<file path="src/rtl/sap_sequencer.sv">
// SAP-class control sequencer: one-hot T-state ring plus opcode decode into the control word.
// Optional early end of each instruction is enabled by defining SAP_SEQ_EARLY_END_EN.
module sap_sequencer #(
   parameter int OPCODE_W = 4,
   parameter int T_STATES = 6
) (
   input  logic                clk,
   input  logic                reset,
   input  logic                run,
   input  logic [OPCODE_W-1:0] opcode,
   output logic                Cp,
   output logic                Ep,
   output logic                Lm,
   output logic                Ce,
   output logic                Li,
   output logic                Ei,
   output logic                La,
   output logic                Ea,
   output logic                Su,
   output logic                Eu,
   output logic                Lb,
   output logic                Lo,
   output logic                Lp,
   output logic [T_STATES-1:0] t_state,
   output logic                halted
);

   typedef enum logic [2:0] {
      INSTR_LDA,
      INSTR_ADD,
      INSTR_SUB,
      INSTR_JMP,
      INSTR_OUT,
      INSTR_HLT,
      INSTR_NOP
   } instr_t;

   logic [T_STATES-1:0] r_tState;
   logic                r_halted;
   logic                w_upperClear;
   logic                w_enable;
   logic                w_wrap;
   instr_t              w_instr;

   // Any set bit above the low nibble turns the opcode into a NOP.
   generate
      if (OPCODE_W > 4) begin : g_upper
         assign w_upperClear = (opcode[OPCODE_W-1:4] == '0);
      end else begin : g_noUpper
         assign w_upperClear = 1'b1;
      end
   endgenerate

   always_comb begin
      w_instr = INSTR_NOP;
      if (w_upperClear) begin
         case (opcode[3:0])
            4'h0:    w_instr = INSTR_LDA;
            4'h1:    w_instr = INSTR_ADD;
            4'h2:    w_instr = INSTR_SUB;
            4'h3:    w_instr = INSTR_JMP;
            4'hE:    w_instr = INSTR_OUT;
            4'hF:    w_instr = INSTR_HLT;
            default: w_instr = INSTR_NOP;
         endcase
      end
   end

`ifdef SAP_SEQ_EARLY_END_EN
   logic w_lastStep;

   // Marks the final microstep that does real work for the current instruction.
   always_comb begin
      case (w_instr)
         INSTR_LDA:                       w_lastStep = r_tState[4];
         INSTR_ADD, INSTR_SUB:            w_lastStep = r_tState[5];
         INSTR_JMP, INSTR_OUT, INSTR_HLT: w_lastStep = r_tState[3];
         default:                         w_lastStep = r_tState[2];
      endcase
   end

   assign w_wrap = r_tState[T_STATES-1] | w_lastStep;
`else
   assign w_wrap = r_tState[T_STATES-1];
`endif

   assign w_enable = reset & run & ~r_halted;

   always_ff @(posedge clk) begin
      if (!reset) begin
         r_tState <= T_STATES'(1);
         r_halted <= 1'b0;
      end else if (run && !r_halted) begin
         if (r_tState[3] && (w_instr == INSTR_HLT)) begin
            r_halted <= 1'b1;
         end else if (w_wrap) begin
            r_tState <= T_STATES'(1);
         end else begin
            r_tState <= {r_tState[T_STATES-2:0], 1'b0};
         end
      end
   end

   // Microcode table; states past T6 are padding and stay silent.
   always_comb begin
      Cp = 1'b0; Ep = 1'b0; Lm = 1'b0; Ce = 1'b0; Li = 1'b0; Ei = 1'b0; La = 1'b0;
      Ea = 1'b0; Su = 1'b0; Eu = 1'b0; Lb = 1'b0; Lo = 1'b0; Lp = 1'b0;
      if (w_enable) begin
         if (r_tState[0]) begin
            Ep = 1'b1;
            Lm = 1'b1;
         end
         if (r_tState[1]) begin
            Cp = 1'b1;
         end
         if (r_tState[2]) begin
            Ce = 1'b1;
            Li = 1'b1;
         end
         if (r_tState[3]) begin
            case (w_instr)
               INSTR_LDA, INSTR_ADD, INSTR_SUB: begin Ei = 1'b1; Lm = 1'b1; end
               INSTR_JMP:                       begin Ei = 1'b1; Lp = 1'b1; end
               INSTR_OUT:                       begin Ea = 1'b1; Lo = 1'b1; end
               default: ;
            endcase
         end
         if (r_tState[4]) begin
            case (w_instr)
               INSTR_LDA:            begin Ce = 1'b1; La = 1'b1; end
               INSTR_ADD, INSTR_SUB: begin Ce = 1'b1; Lb = 1'b1; end
               default: ;
            endcase
         end
         if (r_tState[5]) begin
            case (w_instr)
               INSTR_ADD: begin Eu = 1'b1; La = 1'b1; end
               INSTR_SUB: begin Su = 1'b1; Eu = 1'b1; La = 1'b1; end
               default: ;
            endcase
         end
      end
   end

   assign t_state = r_tState;
   assign halted  = r_halted;

endmodule

</file>
<file path="config.mk">
export PLATFORM = sky130hd
export DESIGN_NAME = sap_sequencer
export DESIGN_NICKNAME = d
export VERILOG_FILES = /design/src/rtl/sap_sequencer.sv
export SDC_FILE = /design/constraint.sdc
export NUM_CORES = 1
export LEC_CHECK = 0
export CORE_MARGIN = 3
export CORE_UTILIZATION = 36
export DETAILED_ROUTE_END_ITERATION = 6
export PLACE_DENSITY = 0.76
export SETUP_SLACK_MARGIN = 0.2
export SYNTH_ARGS = -nofsm -noshare
export SYNTH_HDL_FRONTEND = slang
export SYNTH_SLANG_ARGS = --single-unit
export TNS_END_PERCENT = 100
</file>
<file path="constraint.sdc">
create_clock -name clk -period 1.6 [get_ports clk]
set_input_delay 0.32 -clock clk [delete_from_list [all_inputs] [get_ports clk]]
set_output_delay 0.32 -clock clk [all_outputs]
set_load 0.1 [all_outputs]
</file>
==> reports/results.ini, run 1 <==
[status]
status=aborted with a tool error
last-stage-reached=4_1_cts
error_message=[ERROR DPL-0038] Utilization greater than 100%, impossible to legalize

[synthesis]
synthesis.yosys.warnings=0
yosysSeqAreaShare=0.291
syn_area_sq_um=482
synth_enable_flop_cells=0
netlist_instances=57
avgSynthCellArea_sq_um=8.45
synth_cell_type_count=26
number_of_flip_flops_and_latches_in_the_synthesized_netlist=7
ys_async_sr_fraction=0
postSynth.topFlopCell=sky130_fd_sc_hd__dfxtp_1
mappedNetlistNets=64

[clock_tree]
htree_num_levels=1
post_cts_hold_buffer_count=0
clk_path_buf_depth=2
cts_sinks=7
cts_root_buf=sky130_fd_sc_hd__clkbuf_4
cts_buffers=3
cts_setup_buffers=2
ctsResizeCount=15

[place]
port-buffer-count=26
place.detailed.instances=106
dpl.hpwl_um=1770
finalWeightedCongestion=0.790

[floorplan]
rows=12
floorplan.die.width_um=42.6
floorplan.initialDensity=0.406
io-pin-count=27
die_h_um=42.6

==> cell usage after synthesis (2+ instances only) <==
cell / number / share of area
sky130_fd_sc_hd__nor3_1: 3 / 0.031
sky130_fd_sc_hd__mux2i_1: 5 / 0.10
sky130_fd_sc_hd__nor2b_1: 2 / 0.026
sky130_fd_sc_hd__dfxtp_1: 7 / 0.29
sky130_fd_sc_hd__and3_1: 5 / 0.065
sky130_fd_sc_hd__nand2_1: 5 / 0.039
sky130_fd_sc_hd__nor2_1: 4 / 0.031
sky130_fd_sc_hd__buf_4: 2 / 0.031
sky130_fd_sc_hd__nand3b_1: 4 / 0.062
sky130_fd_sc_hd__inv_1: 2 / 0.016
sky130_fd_sc_hd__a21oi_1: 3 / 0.031
==> per-stage QoR <==
| step | hold slack [ns] | setup WS [ns] | setup TNS [ns] | cell area (sq um) |
|---|---|---|---|---|
| 3_3_place_gp | 0.491 | -0.506 | -5.77 | 1120 |
| 3_5_place_dp | 0.521 | -0.570 | -7.31 | 1120 |
| 2_1_floorplan | 0.481 | -0.727 | -3.84 | 576 |
==> cells by family after synthesis <==
family,Yosys count,share of synthesized area
xor+xnor,1,0.0182
compound gates,9,0.164
flops,7,0.291
simple gates,31,0.377
mux,5,0.104
buf+inv,4,0.0467
==> inputs of run 2 (changes only) <==
==> config.mk (replaced) <==
export PLATFORM = sky130hd
export DESIGN_NAME = sap_sequencer
export DESIGN_NICKNAME = d
export VERILOG_FILES = /design/src/rtl/sap_sequencer.sv
export SDC_FILE = /design/constraint.sdc
export NUM_CORES = 1
export LEC_CHECK = 0
export CORE_AREA = 3 3 64 66
export DETAILED_ROUTE_END_ITERATION = 6
export DIE_AREA = 0 0 67 69
export PLACE_DENSITY_LB_ADDON = 0.15
export SYNTH_ARGS = -nofsm -noshare
export SYNTH_HDL_FRONTEND = slang
export SYNTH_SLANG_ARGS = --single-unit
export TNS_END_PERCENT = 100
==> run 2 against run 1 <==
Net effect: the flow now finishes, with violations (negative setup slack); area after synthesis unchanged; synthesized cell count unchanged.
==> reports/results.ini, run 2 <==
[floorplan]
rows=22  ; was 12
design.core.area_sq_um=3630
floorplan.die.width_um=67  ; was 42.6 um
floorplan.initialDensity=0.133  ; was 0.406
io-pin-count=27  ; unchanged
die_h_um=69  ; was 42.6 um
die-area_sq_um=4620

[sta]
timing.final.crit_share=1.17
timing_hold_violations_final=0
finalWorstSetupSlack_ns=-0.274
timing_max_transition_violations_final=0
timing.final.setup_violations=10
max_slew.worst_pin.slew_ns=0.272
totalNegativeSetupSlack_ns=-1.84
clock.fmax_ghz=0.534
timing.final.crit_period_ns=1.87
slew-limit-headroom=0.818
finalClockSkew_ns=0.000810
grt_setup_unrepaired=true

[status]
status=finished, violations left  ; was aborted with a tool error
failed_checks=negative setup slack

[place]
port-buffer-count=26  ; unchanged
finalWeightedCongestion=0.765  ; was 0.790
dpl.hpwl_um=1460  ; was 1770 um
placed_area_sq_um=1170  ; was 1120 sq um

[route]
detail_route.wl_per_cell_um=12.6
avgViaCountPerCell=4.16
drc=0
drtAntennaViolNets=0
drt_pre_antenna_iters=2
route.final.wire_length_um=1870
first_iter_violations=14
vias_post_dr=620

[critical_path]
flop_to_flop_setup_slack_ns=0.27
critical_path.max_fanout=2
timing.setup.critical_path_class=reg -> out
endpoint_arrival_time_on_the_critical_path_ns=1.55
cp-end-kind=output port
required_ns=1.28
critical_path.startpoint_type=flop

[synthesis]
ys_async_sr_fraction=0  ; unchanged
yosys.area_share.simple=0.377  ; unchanged
top_post_synthesis_cells_by_area=sky130_fd_sc_hd__dfxtp_1 29%, sky130_fd_sc_hd__mux2i_1 10%, sky130_fd_sc_hd__and3_1 6.5%  ; unchanged
synth_top_family_by_area=simple AND/OR/NAND/NOR gates  ; unchanged
number_of_flip_flops_and_latches_in_the_synthesized_netlist=7  ; unchanged
post-synth-top-area-cell=sky130_fd_sc_hd__dfxtp_1  ; unchanged
postSynth.topFlopCell=sky130_fd_sc_hd__dfxtp_1  ; unchanged
netlist_instances=57  ; unchanged
synth_enable_flop_cells=0  ; unchanged
netlist_top_cells_count=7 x sky130_fd_sc_hd__dfxtp_1, 5 x sky130_fd_sc_hd__and3_1, 5 x sky130_fd_sc_hd__mux2i_1, 5 x sky130_fd_sc_hd__nand2_1  ; unchanged
complex_gate_fraction_of_the_synthesized_area=0.164  ; unchanged
post_synth_top_area_share=0.291  ; unchanged
avgSynthCellArea_sq_um=8.45  ; unchanged
synth.most_common_cell=sky130_fd_sc_hd__dfxtp_1  ; unchanged
synth_cell_type_count=26  ; unchanged
syn_area_sq_um=482  ; unchanged
synthesis.yosys.warnings=0  ; unchanged
post_synthesis_share_of_cell_area_spent_on_xor_and_xnor_gates=0.0182  ; unchanged
mappedNetlistNets=64  ; unchanged
yosysSeqAreaShare=0.291  ; unchanged
fraction_of_synthesized_area_in_multiplexers=0.104  ; unchanged
synthAdderAreaFrac=0  ; unchanged

[final_layout]
total_nets_final=109
finish.instance_area_sq_um=1270
final_common_cell=sky130_fd_sc_hd__buf_12
layout.cells.most_common_list=20 x sky130_fd_sc_hd__buf_12, 14 x sky130_fd_sc_hd__buf_4, 6 x sky130_fd_sc_hd__and3_4
fraction_of_layout_instances_using_a_drive_strength_above_1=0.703
largest_register_ffs=6
area.growth.synth_to_final_pct=163
antenna_cells=0

[flow_run]
maxCapViolCount=0

[global_routing]
grt_pass1_wl_um=3020
grt_usage=0.0851
gr-max-usage-layer=met2
grt_use_met2=0.139
initial_antenna_violation_count=0
global_route.usage.met3=0.00814
maximum_number_of_pins_on_one_net_before_global_route_repair=16
grt.met1_usage=0.101
global_route.overflow_total=0
number_of_global_route_vias_before_repair=628

[power_and_ir_drop]
p_leak_uw=0.000501
pwr_density_cell_nw_per_um2=569
worst_ir_drop_vdd_mv=0.334

[hold_path]
timing.hold.worst.class=reg -> reg

[clock_tree]
cts_buffers=3  ; unchanged
cts_root_buf=sky130_fd_sc_hd__clkbuf_8  ; was sky130_fd_sc_hd__clkbuf_4
htree_num_levels=1  ; unchanged
clk_path_buf_depth=2  ; unchanged
cts_sinks=7  ; unchanged
clk_pin_slew_ns=0.04
tritoncts_clock_tree=done
clk-insertion-delay-late_ns=0.22

-- run 2: cell counts after synthesis --
Identical to the previous run, type by type.
-- run 2: metal layers --
layer  wire, um  vias up
met4         36        0
met5          0        -
met1        834      297
met3        100        2
met2        902       22
li1           -      299
-- run 2: path summary, 6_finish.rpt --
check                   from    endpoint  depth (start not counted)
setup reg to reg  t_state[3]  t_state[1]                          4
setup / recovery      halted          Su                          4
hold / removal    t_state[1]  t_state[1]                          2
hold reg to reg   t_state[1]  t_state[1]                          2
-- run 2: kinds of logic (layout without fill, tap and decap cells) --
kind of cell              Yosys count  count (layout)
and+or+nand+nor                    31              31
AOI/OAI and AO/OA                   9               9
DFF                                 7               7
muxes                               5               5
buffers and inverters               4              48
xor gates and xnor gates            1               1
-- run 2: final cells by class --
| type | instances | area, sq um |
|---|---|---|
| sequential | 7 | 154 |
| fill | 386 | 2370 |
| timing repair buffer | 42 | 578 |
| multi-input combinational | 46 | 423 |
| inverter | 2 | 7.51 |
| tap | 48 | 60.1 |
| clock buffer | 4 | 45.0 |
-- run 2: critical path, stage by stage, from the launching register on --
cell and delay (ns):
sky130_fd_sc_hd__dfxtp_4 0.33, sky130_fd_sc_hd__nand3b_1 0.18, sky130_fd_sc_hd__or3_4 0.42, sky130_fd_sc_hd__nor3_4 0.21, sky130_fd_sc_hd__buf_12 0.20
-- run 2: report_power, final --
| part | internal [uW] | leakage (uW) | total [uW] | switching (uW) |
|---|---|---|---|---|
| clock network | 172 | 0.0000228 | 242 | 69.8 |
| registers | 184 | 0.0000604 | 204 | 20.0 |
| logic | 111 | 0.000418 | 275 | 164 |
-- run 2: per-stage QoR --
stage / utilization / power [uW] / instances / hold WS [ns] / setup slack (ns)
global placement: 0.322 / 469 / 143 / 0.486 / -0.479
global route: 0.349 / 751 / 149 / 0.532 / -0.320
floorplan: - / 345 / 57 / 0.483 / -0.727
CTS: 0.344 / 728 / 148 / 0.517 / -0.293
detailed placement: 0.322 / 471 / 143 / 0.502 / -0.515
finish: 0.349 / 721 / 149 / 0.519 / -0.274
-- run 2: what timing repair did --
item,4_1_cts,5_1_grt
hold endpoints to repair,0,0
resized for setup,21,5
buffers inserted,2,2
setup endpoints to repair,18,13
pin swaps,9,5
hold buffers,0,0
(Power assumes the default switching activity.)
==> inputs of run 3 (changes only) <==
==> constraint.sdc (replaced) <==
create_clock -name clk -period 2.05 [get_ports clk]
set_input_delay 0.41 -clock clk [delete_from_list [all_inputs] [get_ports clk]]
set_output_delay 0.41 -clock clk [all_outputs]
set_load 0.1 [all_outputs]
==> run 3 against run 2 <==
Net effect: the run now ends clean; via count down 8.7%; sequential share of layout area up 2.2 points; first-iteration DRC count up 7.1%; clock skew up 0.00061 ns; final cell count down 4.0%; clock power down 21%; sequential power down 25%; combinational power down 35%; count of clock-buffer cells in the layout unchanged; die area unchanged; cell area down 15%; highest routed layer unchanged.
==> reports/results.ini, run 3 (synthesis results as in run 2) <==
[status]
status=finished clean  ; was finished, violations left

[floorplan]
floorplan.die.width_um=67  ; unchanged
rows=22  ; unchanged
design.core.area_sq_um=3630  ; unchanged
io-pin-count=27  ; unchanged
floorplan.initialDensity=0.133  ; unchanged
die-area_sq_um=4620  ; unchanged
die_h_um=69  ; unchanged

[power_and_ir_drop]
power_switching_share=0.359  ; was 0.352
p_sw_uw=189  ; was 254 uW
pwr_density_cell_nw_per_um2=489  ; was 569 nW/um^2
p_leak_uw=0.000444  ; was 0.000501 uW
internal-power_uw=337  ; was 467 uW
pwr-share-comb=0.342  ; was 0.382
power_frac_clock=0.365  ; was 0.335
sequential_share_of_power=0.293  ; was 0.283
worst_ir_drop_vdd_mv=0.259  ; was 0.334 mV
p_total_uw=526  ; was 721 uW

[sta]
grt_setup_unrepaired=false  ; was true
timing_hold_violations_final=0  ; unchanged
max_slew.worst_pin.slew_ns=0.280  ; was 0.272 ns
timing.final.crit_share=0.971
timing_max_transition_violations_final=0  ; unchanged
clock.fmax_ghz=0.502
timing.final.setup_violations=0  ; was 10
finalClockSkew_ns=0.00142  ; was 0.000810 ns
timing.final.crit_period_ns=1.99
finalWorstSetupSlack_ns=0.0586  ; was -0.274 ns
slew-limit-headroom=0.813  ; was 0.818
totalNegativeSetupSlack_ns=0  ; was -1.84 ns

[flow_run]
maxCapViolCount=0  ; unchanged

[final_layout]
layout.cells.most_common_list=17 x sky130_fd_sc_hd__buf_4, 13 x sky130_fd_sc_hd__buf_12  ; was 20 x sky130_fd_sc_hd__buf_12, 14 x sky130_fd_sc_hd__buf_4, 6 x sky130_fd_sc_hd__and3_4
fraction_of_layout_instances_using_a_drive_strength_above_1=0.589  ; was 0.703
area.growth.synth_to_final_pct=123  ; was 163%
antenna_cells=0  ; unchanged
total_nets_final=103  ; was 109
largest_register_ffs=6  ; unchanged
final.fill_count=389  ; was 386
final_core_util=0.296  ; was 0.349
area_of_all_sequential_standard_cells_sq_um=154  ; unchanged
final_common_cell=sky130_fd_sc_hd__buf_4  ; was sky130_fd_sc_hd__buf_12
multi_input_area_sq_um=367  ; was 423 sq um

[clock_tree]
clk_pin_slew_ns=0.04  ; about the same
cts_buffers=3  ; unchanged
cts_sinks=7  ; unchanged
clk_path_buf_depth=2  ; unchanged
post_cts_hold_buffer_count=0  ; unchanged
clk-insertion-delay-late_ns=0.22  ; about the same
cts_root_buf=sky130_fd_sc_hd__clkbuf_8  ; unchanged
htree_num_levels=1  ; unchanged
tritoncts_clock_tree=done  ; unchanged

[critical_path]
required_ns=1.64  ; was 1.28 ns
endpoint_arrival_time_on_the_critical_path_ns=1.58  ; was 1.55 ns
critical_path.startpoint_type=input port  ; was flop
critical_path.max_fanout=4  ; was 2
timing.setup.critical_path_class=in -> out  ; was reg -> out
cp-end-kind=output port  ; unchanged

[global_routing]
number_of_global_route_vias_before_repair=577  ; was 628
global_route.overflow_total=0  ; unchanged
grt_pass1_wl_um=2800  ; was 3020 um
initial_antenna_violation_count=0  ; unchanged
grt_usage=0.0789  ; was 0.0851
maximum_number_of_pins_on_one_net_before_global_route_repair=16  ; unchanged

[route]
drt_pre_antenna_iters=2  ; unchanged
first_iter_violations=15  ; was 14
detail_route.wl_per_cell_um=12.3  ; was 12.6 um
drc=0  ; unchanged
drtAntennaViolNets=0  ; unchanged
route.final.wire_length_um=1770  ; was 1870 um
avgViaCountPerCell=3.96  ; was 4.16
vias_post_dr=566  ; was 620

[place]
finalWeightedCongestion=0.773  ; was 0.765
dpl.hpwl_um=1370  ; was 1460 um
post-place-ws_ns=-0.245  ; was -0.515 ns
port-buffer-count=26  ; unchanged

[hold_path]
timing.hold.worst.class=reg -> reg  ; unchanged

==> run 3: power by group through the flow <==
stage	combinational, uW	sequential, uW	clock (uW)
CTS	179	155	200
global route	188	156	210
finish	180	154	192
floorplan	65.4	201	0
global placement	183	156	0
detailed placement	183	156	0
==> run 3: critical path, cell delays in order <==
cell and delay [ns]:
sky130_fd_sc_hd__dlygate4sd2_1 0.24, sky130_fd_sc_hd__nand3b_1 0.12, sky130_fd_sc_hd__buf_4 0.15, sky130_fd_sc_hd__nor3_1 0.13, sky130_fd_sc_hd__buf_4 0.15, sky130_fd_sc_hd__and3_2 0.20, sky130_fd_sc_hd__buf_12 0.17
==> run 3: layout make-up <==
| class | count | area share |
|---|---|---|
| Multi-Input combinational cell | 46 | 0.341 |
| Clock buffer | 4 | 0.0419 |
| Timing Repair Buffer | 36 | 0.411 |
| Tap cell | 48 | 0.0559 |
| Inverter | 2 | 0.00698 |
| Sequential cell | 7 | 0.143 |
==> run 3: metal layers <==
metal  up-vias  global-route usage  wire length [um]
li1        282                   -                 -
met1       260              0.0947               782
met2        22               0.119               813
met3         2              0.0261               156
met4         0              0.0473                14
met5         -                   0                 0
==> run 3: what timing repair did <==
item                                    CTS  global route
endpoints found under the setup margin   10             1
buffers inserted                          0             1
resized for setup                         6             1
pin swaps                                 2             2
==> run 3: stage by stage <==
step	hold WS (ns)	std cells	area, sq um
global placement	0.460	138	1030
finish	0.484	143	1070
detailed placement	0.475	138	1030
floorplan	0.573	57	547
global route	0.494	143	1070
CTS	0.482	142	1070
==> run 3: final timing paths <==
kind | from | to | slack (ns) | cells past startpoint
worst max-delay path | reset | Eu | 0.06 | 7
worst min register to register | t_state[1] | t_state[1] | 0.48 | 2
worst max register to register | t_state[3] | t_state[4] | 0.75 | 4
worst min-delay path | t_state[1] | t_state[1] | 0.48 | 2
